==> config.mk <==
export PLATFORM = sky130hd
export DESIGN_NAME = shift_pack_sequencer
export DESIGN_NICKNAME = d
export VERILOG_FILES = /design/src/rtl/shift_pack_sequencer.sv
export SDC_FILE = /design/constraint.sdc
export NUM_CORES = 1
export LEC_CHECK = 0
export ABC_AREA = 1
export CAP_MARGIN = 20
export CORE_MARGIN = 1.5
export CORE_UTILIZATION = 35
export CTS_CLUSTER_SIZE = 14
export DETAILED_ROUTE_END_ITERATION = 7
export HOLD_SLACK_MARGIN = 0.06
export SLEW_MARGIN = 15
export SYNTH_ARGS = -nofsm -noshare
export SYNTH_HDL_FRONTEND = slang
export SYNTH_SLANG_ARGS = --single-unit
==> constraint.sdc <==
create_clock -name clk -period 3.7 [get_ports clk]
set_input_delay 0.37 -clock clk [delete_from_list [all_inputs] [get_ports clk]]
set_output_delay 0.37 -clock clk [all_outputs]
set_load 0.02 [all_outputs]
==> src/rtl/shift_pack_sequencer.sv <==
// Shift-register sequencer/packer: collects Depth words of DataWidth bits into one wide output group.
// Optional SHIFT_PACK_STALL_CNT_EN adds a saturating stall_cnt output counting held-output cycles.
module shift_pack_sequencer #(
  parameter int DataWidth = 8,
  parameter int Depth     = 4,
  parameter int CntWidth  = 3
) (
  input  logic                       clk,
  input  logic                       rst,
  input  logic                       in_valid,
  output logic                       in_ready,
  input  logic [DataWidth-1:0]       in_data,
  input  logic                       in_last,
  output logic                       out_valid,
  input  logic                       out_ready,
  output logic [DataWidth*Depth-1:0] out_data,
  output logic [CntWidth-1:0]        out_count,
  output logic                       sr_en
`ifdef SHIFT_PACK_STALL_CNT_EN
  ,
  output logic [15:0]                stall_cnt
`endif
);

  localparam logic [0:0] ST_FILL = 1'b0;
  localparam logic [0:0] ST_PAD  = 1'b1;
  localparam logic [CntWidth-1:0] LastIdx = CntWidth'(Depth - 1);
  localparam logic [CntWidth-1:0] FullCnt = CntWidth'(Depth);

  // Handshakes: a word moves on in_valid && in_ready; a group moves on out_valid && out_ready.
  logic [0:0]                 state;
  logic [CntWidth-1:0]        count;
  logic [CntWidth-1:0]        real_count;
  logic [DataWidth*Depth-1:0] storage;

  logic                       out_busy;
  logic                       completes_fill;
  logic                       accept;
  logic                       pad_final;
  logic                       pad_shift;
  logic                       load;
  logic [DataWidth-1:0]       shift_word;
  logic [DataWidth*Depth-1:0] shifted;

  always_comb begin
    out_busy       = out_valid && !out_ready;
    completes_fill = (count == LastIdx) || in_last;
    in_ready       = rst && (state == ST_FILL) && !(completes_fill && out_busy);
    accept         = in_valid && in_ready;
    // In PAD, count is the number of shifts already done for this group.
    pad_final      = (state == ST_PAD) && (count == LastIdx);
    pad_shift      = (state == ST_PAD) && !(pad_final && out_busy);
    sr_en          = accept || pad_shift;
    load           = (accept && (count == LastIdx)) || (pad_shift && pad_final);
    shift_word     = accept ? in_data : '0;
    shifted        = {storage[DataWidth*(Depth-1)-1:0], shift_word};
  end

  always_ff @(posedge clk or negedge rst) begin
    if (!rst) begin
      state      <= ST_FILL;
      count      <= '0;
      real_count <= '0;
      storage    <= '0;
      out_valid  <= 1'b0;
      out_data   <= '0;
      out_count  <= '0;
    end else begin
      if (sr_en) storage <= shifted;

      if (state == ST_FILL) begin
        if (accept) begin
          if (count == LastIdx) begin
            count     <= '0;
            out_data  <= shifted;
            out_count <= FullCnt;
          end else begin
            count <= count + 1'b1;
            if (in_last) begin
              real_count <= count + 1'b1;
              state      <= ST_PAD;
            end
          end
        end
      end else if (pad_shift) begin
        if (pad_final) begin
          count     <= '0;
          state     <= ST_FILL;
          out_data  <= shifted;
          out_count <= real_count;
        end else begin
          count <= count + 1'b1;
        end
      end

      if (load) out_valid <= 1'b1;
      else if (out_ready) out_valid <= 1'b0;
    end
  end

`ifdef SHIFT_PACK_STALL_CNT_EN
  always_ff @(posedge clk or negedge rst) begin
    if (!rst) stall_cnt <= '0;
    else if (out_busy && (stall_cnt != 16'hFFFF)) stall_cnt <= stall_cnt + 16'd1;
  end
`else
  // No stall counter in this build.
`endif

endmodule

==> metrics.csv, run 1 <==
stage,metric,value,unit
cells_and_area,final net count,379,
global_route,met1 usage,23.22,%
logic_synthesis,register bit total from synthesis,67,
detailed_routing,Routed WL,6586,um
setup_path,critical path class,reg2out,
setup_path,Worst Path Arrival,2.24,ns
setup_path,crit-path cells,ha_1 -> ha_1 -> inv_2 -> nand2_1 -> nand2_1 -> nand3_4 -> nand2_2 -> clkdlybuf4s50_1,
run,max-cap viol count,0,
global_route,GR met3 Demand/Resource,5.016,%
setup_path,WP depth,8,
cts,Bufs on Longest Clock Path,2,
detailed_routing,routed vias,2307,
cts,total number of H-tree levels,3,
cells_and_area,Layout fillers,810,
timing,fin crit period,2.606,ns
timing,slew margin rel.,36.73,%
die,Core Region,8134,um^2
placed_design,I/O Buffers,50,
cts,post-CTS resize count,0,
cells_and_area,diode count,0,
logic_synthesis,post-synth top area cell,dfrtp_1,
detailed_routing,# DRC,0,
setup_path,"Largest stage delay, worst path",0.60,ns
outcome,status,"finished, final reports clean",
logic_synthesis,Post-Synthesis Cells,318,
setup_path,Crit path buffers/inverters,2,
logic_synthesis,Synth top cells by count,"nand2_1 (101), nand3_1 (89), dfrtp_1 (67)",
logic_synthesis,post-synthesis cell area,2919,um^2
die,Top Ports,51,
logic_synthesis,Yosys warnings,0,
timing,Final Hold Viols,0,
timing,setup ws final,1.094,ns
cts,TritonCTS clock tree,done,
timing,maximum clock rate,383.7,MHz
placed_design,pre-CTS setup slack,1.158,ns
global_route,busiest grt layer,met2,
timing,RSZ-0062 raised after global routing,no,
cells_and_area,FF+latch area,1677,um^2
global_route,initial antenna violation count,0,
cts,clk slew on worst S/H paths,0.07,ns
logic_synthesis,largest cells by area after synthesis,"dfrtp_1 (57%), nand3_1 (15%), nand2_1 (13%)",
global_route,largest net degree at the start of global routing,68,
setup_path,cells on worst reg2reg path,6,
timing,final setup fails,0,
cts,post-CTS setup buffers,0,
global_route,grt ovf,0,
cells_and_area,Layout Cells excl Fill,473,
placed_design,Placed Instances,457,
placed_design,gpl congestion,0.7494,
setup_path,crit-path leading delay family,buffers and inverters,
logic_synthesis,top-area cell type share of the netlist area,57.44,%
cells_and_area,multi-input combinational cell area,1050,um^2
power_and_ir_drop,Power Total,2.875,mW
logic_synthesis,Syn Nets,334,
cells_and_area,synth-to-layout area growth,24.73,%
hold_path,Worst Hold Class,in2async,
logic_synthesis,Post-synth EDFFs,0,
cts,Hold Buf Count CTS,0,
power_and_ir_drop,Power Density,789.6,nW/um^2
logic_synthesis,asr flop ratio synth,100.0,%
die,Die Wd,94.33,um
cts,clock sink total,67,
global_route,first-pass GRT wire length,11120,um
setup_path,Crit Path Max Fanout,4,
die,standard-cell row count,33,
die,Die ar.,8897,um^2
setup_path,crit path capture type,output port,
power_and_ir_drop,VDD IR max,0.0002420,V
logic_synthesis,"Primary FF master, synth",dfrtp_1,
detailed_routing,vias per cell,4.877,
detailed_routing,Avg WL per Cell,13.92,um
cts,Root Buffer,clkbuf_8,
die,die height,94.33,um
detailed_routing,DRT Pass-1 Iters,4,
power_and_ir_drop,Static Leak,1.857,nW
setup_path,flop-to-flop setup slack,1.16,ns
placed_design,detailed placer's ending HPWL,4393,um
timing,part of the cycle the worst path needs,70.44,%
cells_and_area,Final Util,44.76,%
timing,Final TNS setup,0,ns
global_route,GRT Total Usage,16.56,%
global_route,vias in the first global route,2201,
cts,Inserted Clock Buffers,9,
cts,"Clk Latency, worst-skew pair",0.34,ns
detailed_routing,First DRT Iteration DRCs,98,
logic_synthesis,top-count cell post-synth,nand2_1,
setup_path,startpoint type of the worst setup path,register,
die,Initial Util,35.89,%
global_route,met2 Usage GRT,24.52,%
timing,Fin Clk Skew,0.008113,ns
detailed_routing,antenna violation net count after detailed routing,0,
logic_synthesis,post-synthesis cell type count,18,
setup_path,slowest cell on the critical path,clkdlybuf4s50_1,
logic_synthesis,sequential-to-total area share from yosys stat,57.44,%
timing,actual slew at the worst max-slew pin,0.9468,ns
logic_synthesis,syn avg cell area,9.179,um^2
setup_path,worst endpoint required time,3.33,ns
timing,"Slew Viols, Final",0,
cells_and_area,share of cells above drive strength 1,10.87,%
[sequential cells by signal, indices dropped and copies added (netlist names)]
name	count
count	3
out_count	3
out_data	32
out_valid	1
real_count	3
state	1
storage	24
[logic make-up (layout without fill, tap and decap cells)]
logic type	count (synthesis)	count (layout)	synth area share [%]
compound gates	3	3	0.5142
buf+inv	35	85	6.600
simple gates	210	210	34.16
fa+ha+maj	3	3	1.286
flops	67	67	57.44
[final cells by class]
| type | count | share of cell area, % |
|---|---|---|
| Clock buffer | 11 | 3.883 |
| Clock inverter | 5 | 1.443 |
| Inverter | 13 | 1.340 |
| Multi-Input combinational cell | 216 | 28.83 |
| Sequential cell | 67 | 46.05 |
| Tap cell | 105 | 3.608 |
| Timing Repair Buffer | 56 | 14.85 |
[cells in the final DEF (no fill, tap or decap)]
| master | count |
|---|---|
| clkinv_2 | 3 |
| clkbuf_8 | 10 |
| clkinvlp_4 | 1 |
| nand2_2 | 1 |
| bufinv_16 | 1 |
| nand4_2 | 1 |
| nand3_2 | 10 |
| inv_1 | 9 |
| clkbuf_1 | 1 |
| or2_2 | 1 |
| nand2_1 | 101 |
| inv_2 | 4 |
| buf_2 | 1 |
| ha_1 | 3 |
| clkdlybuf4s50_1 | 49 |
| buf_4 | 6 |
| dfrtp_1 | 67 |
| nor2_1 | 3 |
| nand3_1 | 89 |
| nand4_1 | 3 |
| nand3_4 | 1 |
| o21ai_0 | 3 |
[path summary, 6_finish.rpt]
path                                      startpoint                        end
max                             count[0]$_DFFE_PN0P_                      sr_en
min                                              rst    out_data[2]$_DFFE_PN0P_
max reg2reg                     count[0]$_DFFE_PN0P_   out_data[28]$_DFFE_PN0P_
min reg2reg                real_count[2]$_DFFE_PN0P_  real_count[2]$_DFFE_PN0P_
max in group asynchronous                        rst   out_data[28]$_DFFE_PN0P_
min in group clk           real_count[2]$_DFFE_PN0P_  real_count[2]$_DFFE_PN0P_
[per-stage QoR]
stage,cell area [um^2],hold slack [ns]
3_3_place_gp,3447,0.4573
4_1_cts,3641,0.2875
2_1_floorplan,2919,0.07441
5_1_grt,3641,0.3153
3_5_place_dp,3447,0.4606
6_report,3641,0.2516
[where the power goes]
part / switching, mW / internal, mW / total [mW]
sequential: 0.192 / 0.994 / 1.19
clock: 0.267 / 0.326 / 0.593
combinational: 0.660 / 0.435 / 1.10
total: 1.12 / 1.76 / 2.88
[worst reg2reg max path, delay by kind of cell, from the launching register on]
family,cells,cell delay [ns]
DFF,1,0.37
and+or+nand+nor,3,1.23
buffers and inverters,1,0.43
adders and majority gates,2,0.39
[layer usage]
layer  routed length, um  vias to the layer above  share of wire (%)
li1                    -                     1138                  -
met1                3216                     1121                 49
met2                3055                       44                 46
met3                 256                        4                3.9
met4                  58                        0               0.88
met5                   0                        -                  0
(Power assumes the default switching activity.)
==> inputs of run 2 (changes only) <==
- clock period: 3.7 -> 2.27 ns (I/O delays scaled with it)
==> run 2 against run 1 <==
Compared with the run above:
- via count up 2.3%
- clock skew down 0.0015 ns
- core utilization up 0.92 points
- global-route usage up 0.47 points
- clock power up 100%
- largest cell class unchanged
==> metrics.csv, run 2 (synthesized netlist as in run 1, its figures left out) <==
stage,metric,value,unit
outcome,status,"finished, final reports clean",
global_route,busiest grt layer,met2,
timing,part of the cycle the worst path needs,91.49,%
global_route,met2 Usage GRT,25.78,%
cells_and_area,share of cells above drive strength 1,12.63,%
placed_design,gpl congestion,0.7416,
global_route,GRT Total Usage,17.03,%
setup_path,worst endpoint required time,2.56,ns
run,max-cap viol count,0,
cts,clk slew on worst S/H paths,0.07,ns
die,Die ar.,8897,um^2
global_route,largest net degree at the start of global routing,68,
cells_and_area,diode count,0,
die,standard-cell row count,33,
setup_path,startpoint type of the worst setup path,register,
detailed_routing,routed vias,2361,
cts,"Clk Latency, worst-skew pair",0.35,ns
timing,Final TNS setup,0,ns
cells_and_area,biggest regs,"out_data x32, storage x24",
timing,fin crit period,2.077,ns
die,Top Ports,51,
detailed_routing,First DRT Iteration DRCs,173,
detailed_routing,Avg WL per Cell,14.40,um
timing,setup ws final,0.1933,ns
timing,Fin Clk Skew,0.006567,ns
timing,RSZ-0062 raised after global routing,no,
timing,slew margin rel.,44.40,%
power_and_ir_drop,VDD IR max,0.0005014,V
cells_and_area,"commonest non-fill, non-tap cell in the layout",nand2_1,
global_route,initial antenna violation count,0,
cts,TritonCTS clock tree,done,
hold_path,Worst Hold Class,in2async,
cells_and_area,final net count,383,
die,Core Region,8134,um^2
detailed_routing,DRT Pass-1 Iters,5,
cells_and_area,Top reg by flops,out_data,
cts,clock sink total,67,
detailed_routing,vias per cell,4.950,
cts,Bufs on Longest Clock Path,2,
die,die height,94.33,um
global_route,vias in the first global route,2308,
global_route,met1 usage,23.24,%
timing,final setup fails,0,
cells_and_area,Layout fillers,796,
power_and_ir_drop,Power Density,1334,nW/um^2
detailed_routing,antenna violation net count after detailed routing,0,
cts,Inserted Clock Buffers,9,
timing,Final Hold Viols,0,
cts,Hold Buf Count CTS,0,
cells_and_area,synth-to-layout area growth,27.30,%
setup_path,Crit Path Max Fanout,46,
global_route,grt ovf,0,
cells_and_area,most frequent cells in the layout,"nand2_1 (101), nand3_1 (89), dfrtp_1 (67)",
cells_and_area,Layout Cells excl Fill,477,
timing,actual slew at the worst max-slew pin,0.8340,ns
placed_design,Placed Instances,461,
timing,"Slew Viols, Final",0,
cts,total number of H-tree levels,3,
global_route,first-pass GRT wire length,11450,um
placed_design,detailed placer's ending HPWL,4552,um
die,Die Wd,94.33,um
detailed_routing,# DRC,0,
power_and_ir_drop,Static Leak,1.898,nW
setup_path,Worst Path Arrival,2.37,ns
cells_and_area,max reg flops,32,
detailed_routing,Routed WL,6868,um
die,Initial Util,35.89,%
cts,Root Buffer,clkbuf_8,
setup_path,critical path class,reg2reg,
global_route,GR met3 Demand/Resource,4.045,%
setup_path,crit path capture type,register,
placed_design,pre-CTS setup slack,0.1294,ns
timing,maximum clock rate,481.5,MHz
placed_design,I/O Buffers,50,
run 2: critical path, stage by stage (launching register included):
cell and delay, ns:
dfrtp_1 0.40, ha_1 0.22, ha_1 0.26, inv_2 0.08, nand2_1 0.04, nand2_1 0.16, nand3_4 0.09, nand2_2 0.09
buf_4 0.43, nand3_1 0.15, nand2_1 0.10
run 2: cell type report:
type	instances	area [um^2]	area share [%]
clock inverter	3	67.56	1.818
inverter	13	51.30	1.380
timing repair buffer	60	560.5	15.08
sequential	67	1677	45.12
tap	105	131.4	3.535
multi-input combinational	216	1050	28.25
clock buffer	13	178.9	4.815
run 2: path summary, 6_finish.rpt:
| kind | depth (start not counted) | startpoint | slack, ns | endpoint |
|---|---|---|---|---|
| max in group asynchronous | 2 | rst | 1.61 | out_data[24]$_DFFE_PN0P_ |
| min in group clk | 3 | in_data[4] | 0.44 | storage[4]$_DFFE_PN0P_ |
| min reg2reg | 2 | real_count[2]$_DFFE_PN0P_ | 0.48 | real_count[2]$_DFFE_PN0P_ |
| min | 2 | rst | 0.13 | out_data[0]$_DFFE_PN0P_ |
| max reg2reg | 10 | count[0]$_DFFE_PN0P_ | 0.19 | out_data[22]$_DFFE_PN0P_ |
| max | 10 | count[0]$_DFFE_PN0P_ | 0.19 | out_data[22]$_DFFE_PN0P_ |
run 2: timing repair:
item,4_1_cts,5_1_grt
resized for setup,2,6
hold endpoints to repair,0,0
setup buffers,0,0
setup endpoints to repair,2,5
run 2: report_power, final:
group	switching, mW	total (mW)	internal (mW)	leakage, nW
Clock	0.469	1.21	0.739	0.122
Sequential	0.317	1.94	1.62	0.892
Combinational	1.09	1.81	0.716	0.884
Total	1.88	4.96	3.08	1.90
run 2: per-layer routing:
metal | vias up | part of all wire (%)
li1 | 1145 | -
met1 | 1153 | 49
met2 | 52 | 46
met3 | 11 | 3.7
met4 | 0 | 1.9
met5 | - | 0
run 2: metrics by stage:
| stage | power [mW] | hold slack (ns) | area (um^2) | util (%) |
|---|---|---|---|---|
| final | 4.956 | 0.1256 | 3716 | 45.69 |
| after global routing | 5.291 | 0.1928 | 3716 | 45.69 |
| after CTS | 5.009 | 0.1522 | 3721 | 45.75 |
| after detailed placement | 3.797 | 0.4591 | 3477 | 42.75 |
| after global placement | 3.763 | 0.4580 | 3477 | 42.75 |
| after floorplan | 3.123 | -0.06859 | 2919 | - |
==> inputs of run 3 (changes only) <==
--- a/config.mk
+++ b/config.mk
@@ -18 +18,2 @@
 export SYNTH_SLANG_ARGS = --single-unit
+export TNS_END_PERCENT = 10
==> constraint.sdc (replaced) <==
create_clock -name clk -period 2.27 [get_ports clk]
set_input_delay 0.3405 -clock clk [delete_from_list [all_inputs] [get_ports clk]]
set_output_delay 0.3405 -clock clk [all_outputs]
set_load 0.02 [all_outputs]
==> run 3 against run 2 <==
Compared with the run above:
- clock skew grew 0.0011 ns
- clock power is essentially flat
- wire length shrank 2.5%
- first-iteration DRC count shrank 16%
- worst hold slack gained 0.097 ns
- die area is the same
- final area grew 0.94%
- combinational power is essentially flat
- sequential power is essentially flat
- via count shrank 1.3%
- register-to-register slack gained 0.15 ns
==> metrics.csv, run 3 (synthesized netlist as in run 1, its figures left out) <==
stage,metric,value,unit
cells_and_area,diode count,0,
power_and_ir_drop,VDD IR max,0.0004717,V
timing,Fin Clk Skew,0.007684,ns
setup_path,crit path capture type,output port,
setup_path,FF-to-FF Start,count[0]$_DFFE_PN0P_,
cells_and_area,"commonest non-fill, non-tap cell in the layout",nand2_1,
die,Die ar.,8897,um^2
timing,"Slew Viols, Final",0,
setup_path,CP startpoint,count[0]$_DFFE_PN0P_,
die,Top Ports,51,
detailed_routing,First DRT Iteration DRCs,146,
cts,TritonCTS clock tree,done,
run,max-cap viol count,0,
die,Initial Util,35.89,%
timing,Final Hold Viols,0,
timing,actual slew at the worst max-slew pin,0.8506,ns
global_route,vias in the first global route,2289,
setup_path,RR Endpoint,real_count[0]$_DFFE_PN0P_,
power_and_ir_drop,Static Leak,1.914,nW
detailed_routing,# DRC,0,
timing,fin crit period,2.137,ns
placed_design,I/O Buffers,50,
timing,final setup fails,0,
global_route,first-pass GRT wire length,11330,um
detailed_routing,Avg WL per Cell,13.98,um
detailed_routing,antenna violation net count after detailed routing,0,
power_and_ir_drop,Power Density,1323,nW/um^2
setup_path,critical path class,reg2out,
timing,RSZ-0062 raised after global routing,no,
die,die height,94.33,um
cts,Inserted Clock Buffers,9,
detailed_routing,Routed WL,6697,um
cts,clk slew on worst S/H paths,0.07,ns
hold_path,Worst Hold Class,in2async,
detailed_routing,vias per cell,4.864,
setup_path,Critical Path End,in_ready,
timing,slew margin rel.,43.29,%
cells_and_area,Top reg by flops,out_data,
timing,Final TNS setup,0,ns
cells_and_area,synth-to-layout area growth,28.50,%
global_route,largest net degree at the start of global routing,68,
setup_path,Worst Path Arrival,1.80,ns
cells_and_area,max reg flops,32,
cells_and_area,design area,3751,um^2
cts,"Clk Latency, worst-skew pair",0.34,ns
placed_design,gpl congestion,0.7619,
detailed_routing,DRT Pass-1 Iters,4,
cells_and_area,share of cells above drive strength 1,13.64,%
timing,part of the cycle the worst path needs,94.13,%
cells_and_area,final net count,385,
cts,clock sink total,67,
global_route,GRT Total Usage,16.60,%
cts,post-CTS setup buffers,0,
global_route,initial antenna violation count,0,
cts,total number of H-tree levels,3,
timing,maximum clock rate,468.0,MHz
placed_design,cell area after placement,3505,um^2
cts,Root Buffer,clkbuf_8,
setup_path,flop-to-flop setup slack,0.34,ns
die,Die Wd,94.33,um
cells_and_area,most frequent cells in the layout,"nand2_1 (100), nand3_1 (89), dfrtp_1 (67)",
cts,Bufs on Longest Clock Path,2,
cells_and_area,biggest regs,"out_data x32, storage x24",
setup_path,cells on worst reg2reg path,11,
setup_path,Crit Path Max Fanout,4,
setup_path,worst endpoint required time,1.93,ns
setup_path,startpoint type of the worst setup path,register,
die,Core Region,8134,um^2
outcome,status,"finished, final reports clean",
die,standard-cell row count,33,
detailed_routing,routed vias,2330,
placed_design,detailed placer's ending HPWL,4449,um
global_route,grt ovf,0,
## run 3: changes by cell type in the layout (fill, tap and decap cells not counted), sizes merged
cell           previous run  this run
clkbuf                   15         9
buf                      11        14
clkinv                    0         3
bufinv                    2         3
clkdlybuf4s15             0         1
## run 3: critical path: stages (launching register included)
cell	delay (ns)
dfrtp_1	0.40
ha_1	0.22
ha_2	0.20
inv_2	0.06
nand2_1	0.05
nand2_2	0.09
buf_4	0.12
nand2_1	0.04
inv_1	0.04
clkdlybuf4s15_2	0.25
## run 3: report_power, final
group	internal [mW]	switching, mW
Clock	0.727	0.462
Sequential	1.62	0.315
Combinational	0.739	1.10
## run 3: worst min path at each step
stage / from / end / slack [ns] / cells after the start
floorplan: rst / count[0]$_DFFE_PN0P_ / 0.04 / 0
global placement: real_count[2]$_DFFE_PN0P_ / real_count[2]$_DFFE_PN0P_ / 0.45 / 2
detailed placement: real_count[2]$_DFFE_PN0P_ / real_count[2]$_DFFE_PN0P_ / 0.46 / 2
CTS: rst / out_data[12]$_DFFE_PN0P_ / 0.27 / 2
global route: rst / out_count[1]$_DFFE_PN0P_ / 0.32 / 2
finish: rst / out_count[1]$_DFFE_PN0P_ / 0.22 / 2
## run 3: metrics by stage
| step | hold slack, ns | worst slack (ns) | std cells | utilization, % | power, mW |
|---|---|---|---|---|---|
| final | 0.2227 | 0.1332 | 479 | 46.12 | 4.963 |
| after global routing | 0.3151 | 0.02502 | 479 | 46.12 | 5.305 |
| after CTS | 0.2727 | 0.02199 | 479 | 46.13 | 5.007 |
| after detailed placement | 0.4585 | 0.006908 | 463 | 43.09 | 3.806 |
| after global placement | 0.4546 | 0.02877 | 463 | 43.09 | 3.772 |
| after floorplan | 0.04491 | 0.3942 | 318 | - | 3.123 |
## run 3: layer usage
layer / global-route usage (%) / share of wire, % / vias to the layer above
met3: 2.913 / 3.4 / 9
met4: 8.582 / 2.1 / 0
met5: 0 / 0 / -
met1: 23.41 / 50 / 1120
li1: - / - / 1152
met2: 24.34 / 45 / 49
## run 3: repair_timing
| action | CTS | global route |
|---|---|---|
| endpoints found under the setup margin | 2 | 2 |
| gates resized for setup | 7 | 3 |
| endpoints found under the hold margin | 0 | 0 |
| hold buffers | 0 | 0 |
## run 3: layout make-up
type	instances	area [um^2]
clock buffers	9	123.9
clock inverters	7	116.4
fillers	790	4383
inverters	13	48.80
multi-input cells	216	1060
flip-flops and latches	67	1677
well taps	105	131.4
repair buffers	62	594.3
